==> config.mk <==
export PLATFORM = sky130hd
export DESIGN_NAME = lenet_batch_sched
export DESIGN_NICKNAME = d
export VERILOG_FILES = /design/src/rtl/lenet_batch_sched.sv
export SDC_FILE = /design/constraint.sdc
export NUM_CORES = 1
export LEC_CHECK = 0
export ABC_AREA = 1
export CAP_MARGIN = 15
export CORE_ASPECT_RATIO = 0.8
export CORE_UTILIZATION = 45
export CTS_BUF_LIST = sky130_fd_sc_hd__clkbuf_2
export CTS_CLUSTER_SIZE = 8
export DETAILED_ROUTE_END_ITERATION = 8
export PLACE_DENSITY = 0.7
export SYNTH_ARGS = -nofsm -noshare
export SYNTH_HDL_FRONTEND = slang
export SYNTH_SLANG_ARGS = --single-unit
==> constraint.sdc <==
create_clock -name clk -period 1.9 [get_ports clk]
set_clock_uncertainty 0.15 [all_clocks]
set_input_delay 0.38 -clock clk [delete_from_list [all_inputs] [get_ports clk]]
set_output_delay 0.38 -clock clk [all_outputs]
set_load 0.01 [all_outputs]
==> src/rtl/lenet_batch_sched.sv <==
// lenet_batch_sched: runs a batch of ROM images through lenet, relocates engine ROM addresses, queues {idx, digit} results.
// Optional LENET_TIMEOUT_EN: bounds each image's wait and records a 4'hF digit plus sticky err on expiry.
module lenet_batch_sched #(
   parameter int ROM_AW      = 14,
   parameter int IMG_WORDS   = 784,
   parameter int RES_DEPTH   = 4,
   parameter int TIMEOUT_CYC = 1048576
) (
   input  logic              clk,
   input  logic              rst_n,
   input  logic              batch_start,
   input  logic [7:0]        batch_len,
   output logic              busy,
   output logic              batch_done,
   output logic              err,
   output logic              eng_go,
   input  logic              eng_ready,
   input  logic [3:0]        eng_digit,
   input  logic              eng_cena,
   input  logic [9:0]        eng_aa,
   output logic              rom_cena,
   output logic [ROM_AW-1:0] rom_aa,
   output logic              res_valid,
   output logic [11:0]       res_data,
   input  logic              res_pop
);
   localparam int PW = $clog2(RES_DEPTH);
   localparam logic [PW:0] FULL = RES_DEPTH[PW:0];
   typedef enum logic [2:0] {IDLE, ISSUE, WAIT, STORE, DONE} state_t;
   state_t state;
   logic [7:0] remain, idx;
   logic [ROM_AW-1:0] base;
   logic [3:0] digit;
   logic ready_q, ready_rise, timed_out, push, pop;
   logic [11:0] mem [RES_DEPTH];
   logic [PW-1:0] wp, rp;
   logic [PW:0] count;
   assign ready_rise = eng_ready & ~ready_q;
   assign rom_cena   = eng_cena;
   assign rom_aa     = base + ROM_AW'(eng_aa);
   assign push       = state == STORE;
   assign pop        = res_pop && count != '0;
   assign res_valid  = count != '0;
   assign res_data   = mem[rp];
`ifdef LENET_TIMEOUT_EN
   localparam int TW = $clog2(TIMEOUT_CYC + 1);
   logic [TW-1:0] tcnt;
   always_ff @(posedge clk)
      tcnt <= (!rst_n || state != WAIT) ? '0 : tcnt + 1'b1;
   assign timed_out = ~ready_rise && tcnt == TW'(TIMEOUT_CYC - 1);
`else
   assign timed_out = 1'b0;
`endif
   always_ff @(posedge clk) begin
      if (!rst_n) begin
         state      <= IDLE;
         busy       <= 1'b0;
         batch_done <= 1'b0;
         err        <= 1'b0;
         eng_go     <= 1'b0;
         remain     <= '0;
         idx        <= '0;
         base       <= '0;
         digit      <= '0;
         ready_q    <= 1'b0;
      end else begin
         ready_q    <= eng_ready;
         eng_go     <= 1'b0;
         batch_done <= 1'b0;
         case (state)
            IDLE: begin
               busy <= batch_start;
               if (batch_start) begin
                  remain <= batch_len;
                  idx    <= '0;
                  base   <= '0;
                  err    <= 1'b0;
                  state  <= batch_len == 8'd0 ? DONE : ISSUE;
               end
            end
            // a go is only issued once its result has a guaranteed FIFO slot
            ISSUE: if (count != FULL) begin
               eng_go <= 1'b1;
               state  <= WAIT;
            end
            WAIT: if (ready_rise || timed_out) begin
               digit <= timed_out ? 4'hF : eng_digit;
               err   <= err | timed_out;
               state <= STORE;
            end
            STORE: begin
               remain <= remain - 8'd1;
               idx    <= idx + 8'd1;
               base   <= base + ROM_AW'(IMG_WORDS);
               state  <= remain == 8'd1 ? DONE : ISSUE;
            end
            DONE: begin
               batch_done <= 1'b1;
               state      <= IDLE;
            end
            default: state <= IDLE;
         endcase
      end
   end
   always_ff @(posedge clk)
      if (push) mem[wp] <= {idx, digit};
   always_ff @(posedge clk) begin
      if (!rst_n) begin
         wp    <= '0;
         rp    <= '0;
         count <= '0;
      end else begin
         wp    <= push ? wp + 1'b1 : wp;
         rp    <= pop ? rp + 1'b1 : rp;
         count <= count + {{PW{1'b0}}, push} - {{PW{1'b0}}, pop};
      end
   end
endmodule

Word level (Yosys, flattened, before mapping)
Memories as Yosys holds them, arrays and structs flattened. A register that Yosys moved wholly into a read port is not among the register bits.
Cells that the tools add are included.
{"block": "word_totals", "reg_bits": 48, "ram_bits": 48, "in_bits": 28, "out_inout_bits": 32, "memories": 1}
{"block": "op_classes", "n_addsub": 8, "eq_ne": 9, "muxes": 18, "n_bitwise": 2, "n_reduce_logical": 9}
{"name": "mem", "words": 4, "word_bits": 12, "rd": 1, "rd_clocked_by_memory_dff": 1, "write_ports": 1, "line_no": "35", "text": "logic [11:0] mem [RES_DEPTH];"}
{"operator": "$pmux W8 S2", "count": 2}
{"operator": "$pmux W14 S2", "count": 1}
{"operator": "$mux W8", "count": 2}
{"operator": "$mux W3", "count": 5}
{"operator": "$add A14 B10 Y14", "count": 1}
{"operator": "$add A14 B10 Y14 const B", "count": 1}
{"operator": "$mux W14", "count": 1}
{"operator": "$pmux W3 S4", "count": 1}
{"operator": "$add A8 B1 Y8 const B", "count": 1}
{"operator": "$eq A8 B1 Y1 const B", "count": 1}
{"operator": "$logic_not A8 Y1", "count": 1}
{"operator": "$sub A8 B1 Y8 const B", "count": 1}
{"operator": "$eq A3 B2 Y1 const B", "count": 2}
{"operator": "$ne A2 B2 Y1 const B", "count": 3}
{"operator": "$reduce_and A2 Y1", "count": 3}
{"operator": "$add A2 B1 Y2 const B", "count": 2}
{"operator": "$mux W1", "count": 4}
{"operator": "$mux W2", "count": 2}
{"operator": "$add A3 B1 Y3", "count": 1}
{"operator": "$eq A3 B1 Y1 const B", "count": 1}
{"operator": "$eq A3 B3 Y1 const B", "count": 1}
{"operator": "$logic_not A3 Y1", "count": 1}
{"operator": "$ne A3 B3 Y1 const B", "count": 1}
{"operator": "$reduce_and A3 Y1", "count": 1}
{"operator": "6 further kinds", "count": 6}

Depth between registers and ports, before layout
Gate-level depths: netlist of run 1.
{"block": "depth", "depth_word": 4, "ltp_mapped": 11, "ltp_nobuf": 10}

Least setup slack after synthesis of run 1
No wires, ideal clock.
{"block": "synth_path", "kind": "register to register", "start": "register count[1]", "end": "register count[2]", "setup_time_ns": 0.119, "arrival_ns": 1.865, "required_ns": 1.631, "slack_ns": -0.234, "stages_incl_launch_ff": 12, "path_buffers": 1, "synth_period_minus_slack_ns": 2.134, "cell_sequence": "dfxtp_1 -> inv_1 -> nand3_1 -> and2_1 -> clkbuf_1 -> ha_1 -> inv_1 -> ha_1 -> inv_1 -> fa_1 -> o21ai_0 -> a21oi_1"}
{"block": "synth_via", "elab_chain_len": 3}
{"item": "start: declaration", "line_no": "37", "text": "logic [PW:0] count;"}
{"item": "start signal: assignment", "line_no": "115", "text": "count <= count + {{PW{1'b0}}, push} - {{PW{1'b0}}, pop};"}
{"item": "$reduce_bool A3 Y1"}
{"item": "via res_valid", "line_no": "23", "text": "output logic res_valid,"}
{"item": "$logic_and A1 B1 Y1", "line_no": "42", "text": "assign pop = res_pop && count != '0;"}
{"item": "via pop", "line_no": "34", "text": "logic ready_q, ready_rise, timed_out, push, pop;"}
{"item": "$sub A3 B1 Y3", "line_no": "115"}
The timed path passes the listed nets, and every way through them passes these cells.
A chain may end at the register's enable or synchronous reset.

Worst setup path after layout of run 1
{"block": "layout_path", "start": "register base[6]", "end": "output rom_aa[11]"}
{"block": "layout_via", "elab_chain_len": 1}
{"item": "start: declaration", "line_no": "32", "text": "logic [ROM_AW-1:0] base;"}
{"item": "start signal: assignment", "line_no": "94", "text": "base <= base + ROM_AW'(IMG_WORDS);"}
{"item": "$add A14 B10 Y14", "line_no": "40", "text": "assign rom_aa = base + ROM_AW'(eng_aa);"}
{"item": "end: declaration", "line_no": "22", "text": "output logic [ROM_AW-1:0] rom_aa,"}
Every way passes these cells.

==> metrics.txt, run 1 <==
Comb power frac roughly two fifths; FMAX 397 MHz; H-tree depth 3; initial cell density of the core between 40% and 50%; Pins Over Slew Limit 0; Worst Setup Path Type register to output port; Sink Count 94; Worst Path Max Fanout 5; Leak around 2.4 nW; reg2reg setup slack 0.07 ns; GRT Util Overall a little over a fifth; Cells after Synth 520; total grt overflow 0; Sw Ratio between 30% and 40%; share of cells above drive strength 1 between 30% and 40%; Syn. warnings 0; final WL 10,300 µm; Die ar. about 10,000 µm²; status complete, but fails checks; 1st-iter DRT viols ~180; CTS tree yes; sequential-to-total area share from yosys stat 52.2%; violated checks setup timing; Antenna Cells 0; DR WL/cell 13.5 µm; WP data arrival ~2.0 ns; most common cell after layout, fill and taps aside nand2_1; Yosys cell types 39; Mapped Area 4530 µm²; via count 3,839; CTS Buf Count 9; fraction of registers with async set/reset 0%; number of instances in the placed design roughly 730; switching power between 2 and 2.5 mW; initial antenna violation count 0; Crit path required time approximately 1.4 ns; synthesis-to-layout area growth 33.5%; Tcrit/Tclk final 133%; clk buf depth 2; GPL Wtd Cong about 0.9; Fill cells approximately 850; post-layout util just over 60%; register share of total power 43.0%; DRC 0; type of the tightest min-delay check primary input to register; final worst slack -0.620 ns; Area after DPL ~5500 µm²; clock network power share between 10% and 20%; Final nets ~670; cell-internal power 3.67 mW; mean cell area of the mapped netlist roughly 8.7 µm²; WHS between 0.2 and 0.25 ns; maximum number of pins on one net before global-route repair 24; RSZ-0062 raised after global routing yes; crit start category register; number of I/O pins 60; Synth Register Bits 94; first-pass GRT wire length ~17,000 µm; worst vdd ir 0.000493 V; IO Port Bufs 54; design area around 6000 µm²; Setup WS pre-CTS -0.970 ns; crit path time final roughly 2.5 ns; P per Cell Area 956 nW/µm²; Final Hold Vio Count 0; Pwr Total between 5 and 6 mW; Primary FF master, synth edfxtp_1; EDFF count, synth 48; CP Capture Type output port; Core Region ~9700 µm²; Die X about 110 µm; most frequent cells in the layout 84 x nand2_1, 68 x nor2_1, 48 x edfxtp_1, 40 x buf_4, 37 x inv_1; Cell Rows 32; DRT antenna net count 0; vias in the first global route 3,675; CTS Root Cell clkbuf_2; final setup fails 22; setup TNS -7.42 ns; Max-cap violations 0; Non-Filler Instances 764; Reg clk slew, reported paths between 0.2 and 0.3 ns; CTS Hold Buffers Added 0; Vias/cell around 5.0; Die Y-Extent 91.7 µm; DR pass1 iterations 5; Clock Latency Late Sink between 0.5 and 0.6 ns; DP Wirelength roughly 7000 µm
flip-flops by register name (all words and copies together), names as in the netlist, named ones only:
| register | count |
|---|---|
| count | 3 |
| mem | 48 |
| wp | 2 |
| idx | 8 |
| base | 10 |
| rp | 2 |
| ready_q | 1 |
| remain | 8 |
| eng_go | 1 |
| state | 3 |
| digit | 4 |
| busy | 1 |
| batch_done | 1 |
cell type report:
type | count | area (µm²) | share of cell area [%]
flip-flops and latches | 94 | 2380 | 39.5
clock buffers | 10 | 50.0 | 0.828
well taps | 136 | 170 | 2.82
repair buffers | 112 | 951 | 15.7
multi-input cells | 357 | 2230 | 36.9
inverters | 49 | 189 | 3.13
clock inverters | 6 | 68.8 | 1.14
power by group through the flow:
| stage | sequential [mW] | clock, mW | combinational [mW] |
|---|---|---|---|
| floorplan | 2.49 | 0 | 1.26 |
| global placement | 2.51 | 0 | 1.97 |
| detailed placement | 2.51 | 0 | 2.02 |
| CTS | 2.48 | 1.03 | 2.19 |
| global route | 2.51 | 1.12 | 2.56 |
| finish | 2.49 | 0.997 | 2.30 |
logic make-up after synthesis:
kind of cell | share of synthesized area (%)
AOI/OAI and AO/OA | 13.9
xor gates and xnor gates | 1.74
adders and majority gates | 5.14
buffers and inverters | 6.86
DFF | 52.2
other | 0.0829
and+or+nand+nor | 20.1
worst max-delay path: stages (launching register included):
cell	delay (ns)
dfxtp_2	0.39
ha_4	0.27
a21oi_4	0.14
nand2_2	0.07
nand2_1	0.06
o211ai_1	0.07
buf_4	0.16
xor2_1	0.15
buf_2	0.14
cells in the mapped netlist (2+ instances only):
library cell | number | area (µm²)
nand2_1 | 89 | 334
nor2_1 | 76 | 285
o21ai_0 | 54 | 270
edfxtp_1 | 48 | 1440
dfxtp_1 | 46 | 921
inv_1 | 44 | 165
a21oi_1 | 33 | 165
nand3_1 | 27 | 135
ha_1 | 17 | 213
o22ai_1 | 13 | 81.3
clkbuf_1 | 11 | 41.3
nor3_1 | 7 | 35.0
xor2_1 | 6 | 52.6
a21oi_2 | 4 | 35.0
buf_4 | 4 | 30.0
buf_6 | 4 | 45.0
inv_2 | 4 | 15.0
a31oi_1 | 3 | 18.8
nor2_2 | 3 | 18.8
xnor2_1 | 3 | 26.3
buf_2 | 2 | 10.0
nand2_2 | 2 | 12.5
nand2_4 | 2 | 22.5
nand4_1 | 2 | 12.5
o211ai_1 | 2 | 15.0
path summary, 6_finish.rpt:
path	start	end	cells after the start
setup / recovery	base[6]	rom_aa[11]	8
hold / removal	eng_ready	ready_q	3
setup reg to reg	count[2]	count[1]	9
hold reg to reg	rp[1]	register	2
repair_timing:
action / 4_1_cts / 5_1_grt
buffers inserted: 13 / 2
cloned: 1 / 0
pin swaps: 21 / 25
endpoints found under the setup margin: 30 / 26
gates resized for setup: 179 / 45
layer usage:
metal | GRT usage [%] | part of all wire [%] | vias up
met5 | 0 | 0 | -
met4 | 4.00 | 1.1 | 0
met3 | 6.15 | 4.5 | 13
met2 | 35.1 | 48 | 86
met1 | 27.5 | 47 | 1783
li1 | - | - | 1957
Power figures use the tool's default switching activity.
==> run 2: changes to the inputs <==
--- a/config.mk
+++ b/config.mk
@@ -16,3 +16,4 @@
 export SYNTH_ARGS = -nofsm -noshare
 export SYNTH_HDL_FRONTEND = slang
 export SYNTH_SLANG_ARGS = --single-unit
+export TNS_END_PERCENT = 10
==> constraint.sdc (replaced) <==
create_clock -name clk -period 2.2 [get_ports clk]
set_clock_uncertainty 0.15 [all_clocks]
set_input_delay 0.44 -clock clk [delete_from_list [all_inputs] [get_ports clk]]
set_output_delay 0.44 -clock clk [all_outputs]
set_load 0.01 [all_outputs]
==> metrics.txt, run 2 (synthesis gave the netlist of run 1 again) <==
status complete, but fails checks (unchanged); violated checks setup timing (unchanged); total grt overflow 0 (unchanged); Non-Filler Instances 745 (was 764); Pwr Total 4.56 mW (was 5.78 mW); most used cell, CP nand2_1; DRC 0 (unchanged); WHS 0.268 ns (was 0.201 ns); Final nets 650 (was 669); CTS Hold Buffers Added 0 (unchanged); Area after DPL 5380 µm² (was 5510 µm²); CTS Root Cell clkbuf_2 (unchanged); Crit path max-delay family buffers and inverters (was flip-flops); FMAX between 300 and 400 MHz; Vias/cell 4.99 (was 5.02); Crit path largest cell delay 0.51 ns (was 0.39 ns); CTS Buf Count 9 (unchanged); 1st-iter DRT viols 207 (was 182); clk buf depth 2 (unchanged); CP bufs+invs 3 (was 2); GRT Util Overall 19.8% (was 21.1%); post-layout util 57.8% (was 62.4%); Worst Path Max Fanout 4 (was 5); Die ar. 10,500 µm² (unchanged); vias in the first global route 3,578 (was 3,675); Max-cap violations 0 (unchanged); number of I/O pins 60 (unchanged); most frequent cells in the layout 84 x nand2_1, 74 x nor2_1, 48 x o21ai_0, 48 x edfxtp_1, 43 x inv_1 (was 84 x nand2_1, 68 x nor2_1, 48 x edfxtp_1, 40 x buf_4, 37 x inv_1); Largest register FFs 48 (unchanged); Crit path required time 1.61 ns (was 1.37 ns); first-pass GRT wire length 16,300 µm (was 17,200 µm); Leak 2.20 nW (was 2.39 nW); reg2reg setup slack 0.13 ns (was 0.07 ns); worst vdd ir 0.000463 V (was 0.000493 V); crit path launch eng_aa[6] (was base[6]); CTS tree yes (unchanged); final worst slack -0.473 ns (was -0.620 ns); top flop regs mem x48, base x10 (unchanged); final setup fails 13 (was 22); synthesis-to-layout area growth 23.8% (was 33.5%); crit-path cells clkdlybuf4s50_1, ha_4, a21oi_2, nand2_1, nand2_1, o211ai_1, buf_4, xor2_1, buf_2 (was ha_4, a21oi_4, nand2_2, nand2_1, o211ai_1, buf_4, xor2_1, buf_2); WP data arrival 2.08 ns (was 1.99 ns); via count 3,718 (was 3,839); Worst path depth 9 (was 8); Max stage delay cell, worst path clkdlybuf4s50_1 (was dfxtp_2); R2R depth 10 (was 9); initial antenna violation count 0 (unchanged); Pins Over Slew Limit 0 (unchanged); IO Port Bufs 54 (unchanged); DP Wirelength 7090 µm (was 6980 µm); final WL 9870 µm (was 10,300 µm); type of the tightest min-delay check primary input to register (unchanged); DRT antenna net count 0 (unchanged); crit start category primary input (was register); RR Endpoint count[2] (was count[1]); DR WL/cell 13.3 µm (was 13.5 µm); Cell Rows 32 (unchanged); initial cell density of the core 46.7% (unchanged); CP endpoint rom_aa[11] (unchanged); maximum number of pins on one net before global-route repair 25 (was 24); Reg with most FFs mem (unchanged); CP Capture Type output port (unchanged); Worst Setup Path Type primary input to output port (was register to output port); Antenna Cells 0 (unchanged); Final Hold Vio Count 0 (unchanged); Core Region 9690 µm² (unchanged); GPL Wtd Cong 0.845 (was 0.897); most common cell after layout, fill and taps aside nand2_1 (unchanged); design area 5600 µm² (was 6040 µm²); H-tree depth 3 (unchanged); P per Cell Area 814 nW/µm² (was 956 nW/µm²); Tcrit/Tclk final 122%; Die Y-Extent 91.7 µm (unchanged); worst r2r src count[1] (was count[2]); crit path time final 2.67 ns; Sink Count 94 (unchanged); Die X 114 µm (unchanged); RSZ-0062 raised after global routing yes (unchanged); Reg clk slew, reported paths 0.23 ns (was 0.25 ns); DR pass1 iterations 4 (was 5); number of instances in the placed design 726 (was 734); Clock Latency Late Sink 0.53 ns (was 0.55 ns); share of cells above drive strength 1 19.9% (was 30.7%)
run 2: changes by cell type in the layout (fill, tap and decap cells not counted), sizes merged, moves of 2 or more:
| cell | previous run | this run |
|---|---|---|
| buf | 80 | 53 |
| clkdlybuf4s15 | 1 | 4 |
| clkdlybuf4s50 | 25 | 29 |
| clkinv | 2 | 5 |
| inv | 51 | 49 |
run 2: repair_timing:
item,4_1_cts,5_1_grt
pin swaps,11,5
buffers inserted,3,0
endpoints found under the setup margin,25,23
gates resized for setup,108,13
run 2: power breakdown:
part           internal [mW]  switching, mW  leakage (nW)
sequential              2.00          0.140         0.837
clock                  0.277          0.559        0.0765
combinational          0.648          0.934          1.29
total                   2.93           1.63          2.20
run 2: worst min path at each step:
stage | startpoint | end | slack, ns | depth (start not counted)
after floorplan | rp[1] | register | 0.29 | 2
after global placement | rp[0] | rp[0] | 0.30 | 1
after detailed placement | rp[1] | rp[1] | 0.31 | 2
final | eng_ready | ready_q | 0.27 | 3
after CTS | eng_ready | ready_q | 0.22 | 3
after global routing | eng_ready | ready_q | 0.25 | 3
run 2: layout make-up:
type | instances | area (µm²)
fillers | 901 | 4090
flip-flops and latches | 94 | 2380
multi-input cells | 357 | 1980
repair buffers | 93 | 771
inverters | 49 | 184
well taps | 136 | 170
clock inverters | 6 | 70.1
clock buffers | 10 | 50.0
run 2: tightest hold or removal path: stages:
cell             delay, ns
clkdlybuf4s50_1       0.41
nand2_1               0.06
inv_1                 0.03
run 2: metal layers:
| metal | routed length (µm) | track usage, % | vias to the layer above |
|---|---|---|---|
| li1 | - | - | 1914 |
| met3 | 419 | 4.63 | 8 |
| met1 | 4690 | 26.0 | 1714 |
| met4 | 79 | 4.65 | 0 |
| met2 | 4690 | 33.0 | 82 |
| met5 | 0 | 0 | - |
run 2: stage by stage:
step	TNS, ns	setup slack (ns)
detailed placement	-7.50	-0.868
floorplan	0	0.0659
global route	-5.87	-0.598
CTS	-4.13	-0.507
global placement	-6.91	-0.789
finish	-3.36	-0.473
